--- src/rtl/ttt_game_ctrl.sv ---
// Tic-tac-toe game controller: edge-detected buttons drive a one-hot cursor,
// X/O occupancy, turn tracking and win/draw detection for the grid display.
module ttt_game_ctrl #(
    parameter int unsigned FIRST_PLAYER = 0,
    parameter int unsigned CURSOR_HOME  = 0
) (
    input  logic       clk,
    input  logic       reset,
    input  logic       btn_left,
    input  logic       btn_right,
    input  logic       btn_enter,
    input  logic       btn_start,
    output logic [8:0] cursor,
    output logic [8:0] board_x,
    output logic [8:0] board_o,
    output logic       turn_o,
    output logic       playing,
    output logic       game_over,
    output logic [1:0] winner
);

    localparam int unsigned N_CELLS = 9;
    localparam int unsigned N_LINES = 8;
    localparam int unsigned N_BTNS  = 4;

    localparam logic [N_CELLS-1:0] HOME_ONEHOT = N_CELLS'(1) << CURSOR_HOME;
    localparam logic               FIRST_TURN  = 1'(FIRST_PLAYER);
    localparam logic [N_CELLS-1:0] FULL_BOARD  = 9'h1FF;

    // Rows, columns, then the two diagonals (cell index = y*3+x).
    localparam logic [N_CELLS-1:0] WIN_LINES [N_LINES] = '{
        9'h007, 9'h038, 9'h1C0,
        9'h049, 9'h092, 9'h124,
        9'h111, 9'h054
    };

    typedef enum logic [1:0] {
        ST_IDLE  = 2'd0,
        ST_PLAY  = 2'd1,
        ST_CHECK = 2'd2,
        ST_DONE  = 2'd3
    } state_e;

    state_e             state_q, state_d;
    logic [N_BTNS-1:0]  prev_q, prev_d;
    logic [N_CELLS-1:0] cursor_q, cursor_d;
    logic [N_CELLS-1:0] board_x_q, board_x_d;
    logic [N_CELLS-1:0] board_o_q, board_o_d;
    logic               turn_q, turn_d;
    logic               playing_q, playing_d;
    logic               game_over_q, game_over_d;
    logic [1:0]         winner_q, winner_d;

    logic [N_BTNS-1:0]  btn_now;
    logic [N_BTNS-1:0]  ev;
    logic               ev_left, ev_right, ev_enter, ev_start;
    logic [N_CELLS-1:0] mover;
    logic               line_done;
    logic               cell_free;
    logic               do_start;

    assign btn_now  = {btn_start, btn_enter, btn_right, btn_left};
    assign ev       = btn_now & ~prev_q;
    assign ev_left  = ev[0];
    assign ev_right = ev[1];
    assign ev_enter = ev[2];
    assign ev_start = ev[3];

    // Line detection only for the side that has just placed a mark.
    always_comb begin
        mover     = turn_q ? board_o_q : board_x_q;
        line_done = 1'b0;
        for (int i = 0; i < int'(N_LINES); i++) begin
            if ((mover & WIN_LINES[i]) == WIN_LINES[i]) begin
                line_done = 1'b1;
            end
        end
    end

    assign cell_free = ((board_x_q | board_o_q) & cursor_q) == '0;

    always_comb begin
        state_d     = state_q;
        prev_d      = btn_now;
        cursor_d    = cursor_q;
        board_x_d   = board_x_q;
        board_o_d   = board_o_q;
        turn_d      = turn_q;
        winner_d    = winner_q;
        do_start    = 1'b0;
        playing_d   = 1'b0;
        game_over_d = 1'b0;

        case (state_q)
            ST_IDLE: begin
                do_start = ev_start;
            end
            ST_PLAY: begin
                if (ev_start) begin
                    do_start = 1'b1;
                end else if (ev_enter) begin
                    // Enter wins over any coincident move, even on an occupied cell.
                    if (cell_free) begin
                        if (turn_q) begin
                            board_o_d = board_o_q | cursor_q;
                        end else begin
                            board_x_d = board_x_q | cursor_q;
                        end
                        state_d = ST_CHECK;
                    end
                end else if (ev_right && !ev_left) begin
                    cursor_d = {cursor_q[N_CELLS-2:0], cursor_q[N_CELLS-1]};
                end else if (ev_left && !ev_right) begin
                    cursor_d = {cursor_q[0], cursor_q[N_CELLS-1:1]};
                end
            end
            ST_CHECK: begin
                if (line_done) begin
                    winner_d = turn_q ? 2'b10 : 2'b01;
                    state_d  = ST_DONE;
                end else if ((board_x_q | board_o_q) == FULL_BOARD) begin
                    winner_d = 2'b11;
                    state_d  = ST_DONE;
                end else begin
                    turn_d  = ~turn_q;
                    state_d = ST_PLAY;
                end
            end
            ST_DONE: begin
                do_start = ev_start;
            end
            default: begin
                state_d = ST_IDLE;
            end
        endcase

        if (do_start) begin
            state_d   = ST_PLAY;
            cursor_d  = HOME_ONEHOT;
            board_x_d = '0;
            board_o_d = '0;
            turn_d    = FIRST_TURN;
            winner_d  = 2'b00;
        end

        playing_d   = (state_d == ST_PLAY) || (state_d == ST_CHECK);
        game_over_d = (state_d == ST_DONE);
    end

    always_ff @(posedge clk) begin
        if (reset) begin
            state_q     <= ST_IDLE;
            prev_q      <= '0;
            cursor_q    <= HOME_ONEHOT;
            board_x_q   <= '0;
            board_o_q   <= '0;
            turn_q      <= FIRST_TURN;
            playing_q   <= 1'b0;
            game_over_q <= 1'b0;
            winner_q    <= 2'b00;
        end else begin
            state_q     <= state_d;
            prev_q      <= prev_d;
            cursor_q    <= cursor_d;
            board_x_q   <= board_x_d;
            board_o_q   <= board_o_d;
            turn_q      <= turn_d;
            playing_q   <= playing_d;
            game_over_q <= game_over_d;
            winner_q    <= winner_d;
        end
    end

    assign cursor    = cursor_q;
    assign board_x   = board_x_q;
    assign board_o   = board_o_q;
    assign turn_o    = turn_q;
    assign playing   = playing_q;
    assign game_over = game_over_q;
    assign winner    = winner_q;

endmodule
--- config.mk ---
export PLATFORM = sky130hd
export DESIGN_NAME = ttt_game_ctrl
export DESIGN_NICKNAME = d
export VERILOG_FILES = /design/src/rtl/ttt_game_ctrl.sv
export SDC_FILE = /design/constraint.sdc
export NUM_CORES = 1
export LEC_CHECK = 0
export ABC_AREA = 1
export BUFFER_PORTS_ARGS = -buffer_cell sky130_fd_sc_hd__buf_2
export CAP_MARGIN = 10
export CORE_AREA = 8 8 80 82
export DETAILED_ROUTE_END_ITERATION = 10
export DIE_AREA = 0 0 88 90
export PLACE_DENSITY = 0.6
export SETUP_SLACK_MARGIN = 0.1
export SLEW_MARGIN = 20
export SYNTH_ARGS = -nofsm -noshare
export SYNTH_HDL_FRONTEND = slang
export SYNTH_SLANG_ARGS = --single-unit
--- constraint.sdc ---
create_clock -name clk -period 3 [get_ports clk]
set_input_delay 0.9 -clock clk [delete_from_list [all_inputs] [get_ports clk]]
set_output_delay 0.9 -clock clk [all_outputs]
set_load 0.02 [all_outputs]
==> flow_summary.ini <==
[run_status]
outcome = finished clean

[die]
core_um2 = 5240
initial_core_util = 0.359
boundaryPins = 38
die-area_um2 = 7920
core.rowCount = 27
die_h_um = 90
die_x_um = 88

[global_route]
grt_overflow = 0
grt_pass1_vias = 1753
grt_pass1_wl_um = 8080
antenna_found_initial = 0
grt_max_degree = 26
grt_use_total = 0.124

[clocking]
clk_pin_slew_ps = 70
htree_levels = 2
cts.repair.resized = 0
ctsLongestPathBuffers = 2
clock_latency_ps = 290
cts-root-buf = clkbuf_8
post_cts_buffers = 0
clock_sinks = 38
tritoncts = yes
hold_buffers = 0
tritoncts.num_buffers = 5

[power]
p_switching_mw = 0.280
powerDensity_nw_per_um2 = 467
p_clk_frac = 0.351
peakVddDrop_v = 0.000305
pwr-share-seq = 0.515
power_leakage_nw = 1.01
switching_share = 0.272
p_int_mw = 0.749
power_mw = 1.03
combPwrFrac = 0.135

[route]
wire_per_inst_um = 11.9
drt_iter0_markers = 107
drtPass1Iterations = 4
vias = 1778
drt-total-wl_um = 4600
drc = 0
viasPerCell = 4.62
ant_nets = 0

[sta]
hold_violations = 0
layout_min_cycle_time_ps = 2270
rsz0062_at_grt = no
setup_viol = 0
period_share = 0.755
worst_pin_slew_ps = 496
fmax_ghz = 0.441
hold_slack_ps = 480
slew_violations = 0
finalSetupTns_ps = 0
max-slew-margin-rel = 0.669
skew_ps = 6.82
setup_ws_ps = 734

[synthesis]
syn-num-nets = 286
syn_inst = 276
yosysWarnings = 0
netlist_area_um2 = 1880
synth.distinct_cells = 23
ys_seq_area_frac = 0.405
postSynthAreaPerCell_um2 = 6.81
synth_seq_cells = 38

[setup_path]
critPathMaxFanout = 15
end_kind = flip-flop
arrival_ps = 2430
path_class = input pin to flip-flop
cp.required_ps = 3160
start_kind = input pin

[final_layout]
seq_area_um2 = 761
multi_input_area_um2 = 910
antenna_cells = 0
drive_above_1_share = 0.192
synthToLayoutAreaGrowth_pct = 17.4
fin_area_um2 = 2210
nFillCells = 553
finalNetCount = 322

[place]
portBuffers = 37
pre_cts_slack_ps = 423
dp_hpwl_um = 3420
gp_congestion = 0.776
place_area_um2 = 2110

[flow_run]
cap_violations = 0

[hold_path]
hold_path_class = flip-flop to flip-flop
[logic make-up (layout without fill, tap and decap cells)]
family                     count (synthesis)  in the layout  synth area share
AOI/OAI and AO/OA                         61             61             0.170
adders and majority gates                  4              4            0.0266
buffers and inverters                     50             87             0.111
DFF                                       38             38             0.405
and+or+nand+nor                          123            123             0.288
[cells in the final DEF (no fill, tap or decap), types with 6 or more instances in the layout]
cell type  synthesis  final
a31oi_1            7      7
buf_2              5     37
nor2_1            28     28
o21ai_0           27     27
nand3_1           14     14
inv_1             37     37
nand2_1           68     68
a21oi_1           23     23
clkbuf_8           0      6
dfxtp_1           38     38
[path summary, 6_finish.rpt]
kind	end	cells after the start	start	slack, ps
worst min register to register	board_x[4]$_SDFFE_PP0P_	2	board_x[4]$_SDFFE_PP0P_	480
worst max register to register	playing$_SDFF_PP0_	17	turn_o$_SDFFE_PP0P_	820
worst max-delay path	cursor[5]$_SDFFE_PP0P_	8	btn_left	730
worst min-delay path	board_x[4]$_SDFFE_PP0P_	2	board_x[4]$_SDFFE_PP0P_	480
[power by group through the flow]
stage	clock network (mW)	logic (mW)	registers (mW)
after floorplan	0	0.0957	0.552
after global placement	0	0.137	0.542
after detailed placement	0	0.139	0.542
after CTS	0.370	0.140	0.530
after global routing	0.392	0.163	0.531
final	0.361	0.138	0.530
[area by class of cell]
| type | count | share of cell area |
|---|---|---|
| Clock inverter | 1 | 0.00227 |
| Clock buffer | 7 | 0.0391 |
| Sequential cell | 38 | 0.345 |
| Multi-Input combinational cell | 188 | 0.412 |
| Tap cell | 72 | 0.0408 |
| Timing Repair Buffer | 40 | 0.0942 |
| Inverter | 39 | 0.0664 |
[metrics by stage]
step | cells | utilization
2_1_floorplan | 276 | -
3_3_place_gp | 377 | 0.404
3_5_place_dp | 377 | 0.404
4_1_cts | 385 | 0.421
5_1_grt | 385 | 0.421
6_report | 385 | 0.421
[worst max-delay path, stage by stage]
cell and delay (ps):
buf_2 70, inv_1 30, or2_2 270, ha_1 310, nor4_4 320, inv_1 250
o21ai_0 220, a21oi_1 60
[Yosys cell counts (all sizes together)]
cell type / instances / area (um2)
a21oi: 23 / 115
a31oi: 7 / 43.8
buf: 8 / 51.3
clkbuf: 3 / 11.3
dfxtp: 38 / 761
ha: 4 / 50.1
inv: 39 / 146
nand2: 73 / 287
nand3: 14 / 70.1
nand4: 1 / 6.26
nor2: 32 / 145
nor3: 1 / 5.00
nor4: 1 / 21.3
o211ai: 2 / 15.0
o21ai: 29 / 145
or2: 1 / 6.26
[flip-flops by register name (all words and copies together) (netlist names)]
name	flops
board_o	9
board_x	9
cursor	9
game_over	1
playing	1
prev_q	4
state_q	2
turn_o	1
winner	2
[per-layer routing]
metal,global-route usage,up-vias,wire (um)
met5,0,-,0
met4,0.0301,0,24
met3,0.0373,2,310
met2,0.209,36,2220
met1,0.146,791,2050
li1,-,949,-
Note: power is estimated with default switching activity, not from simulation.
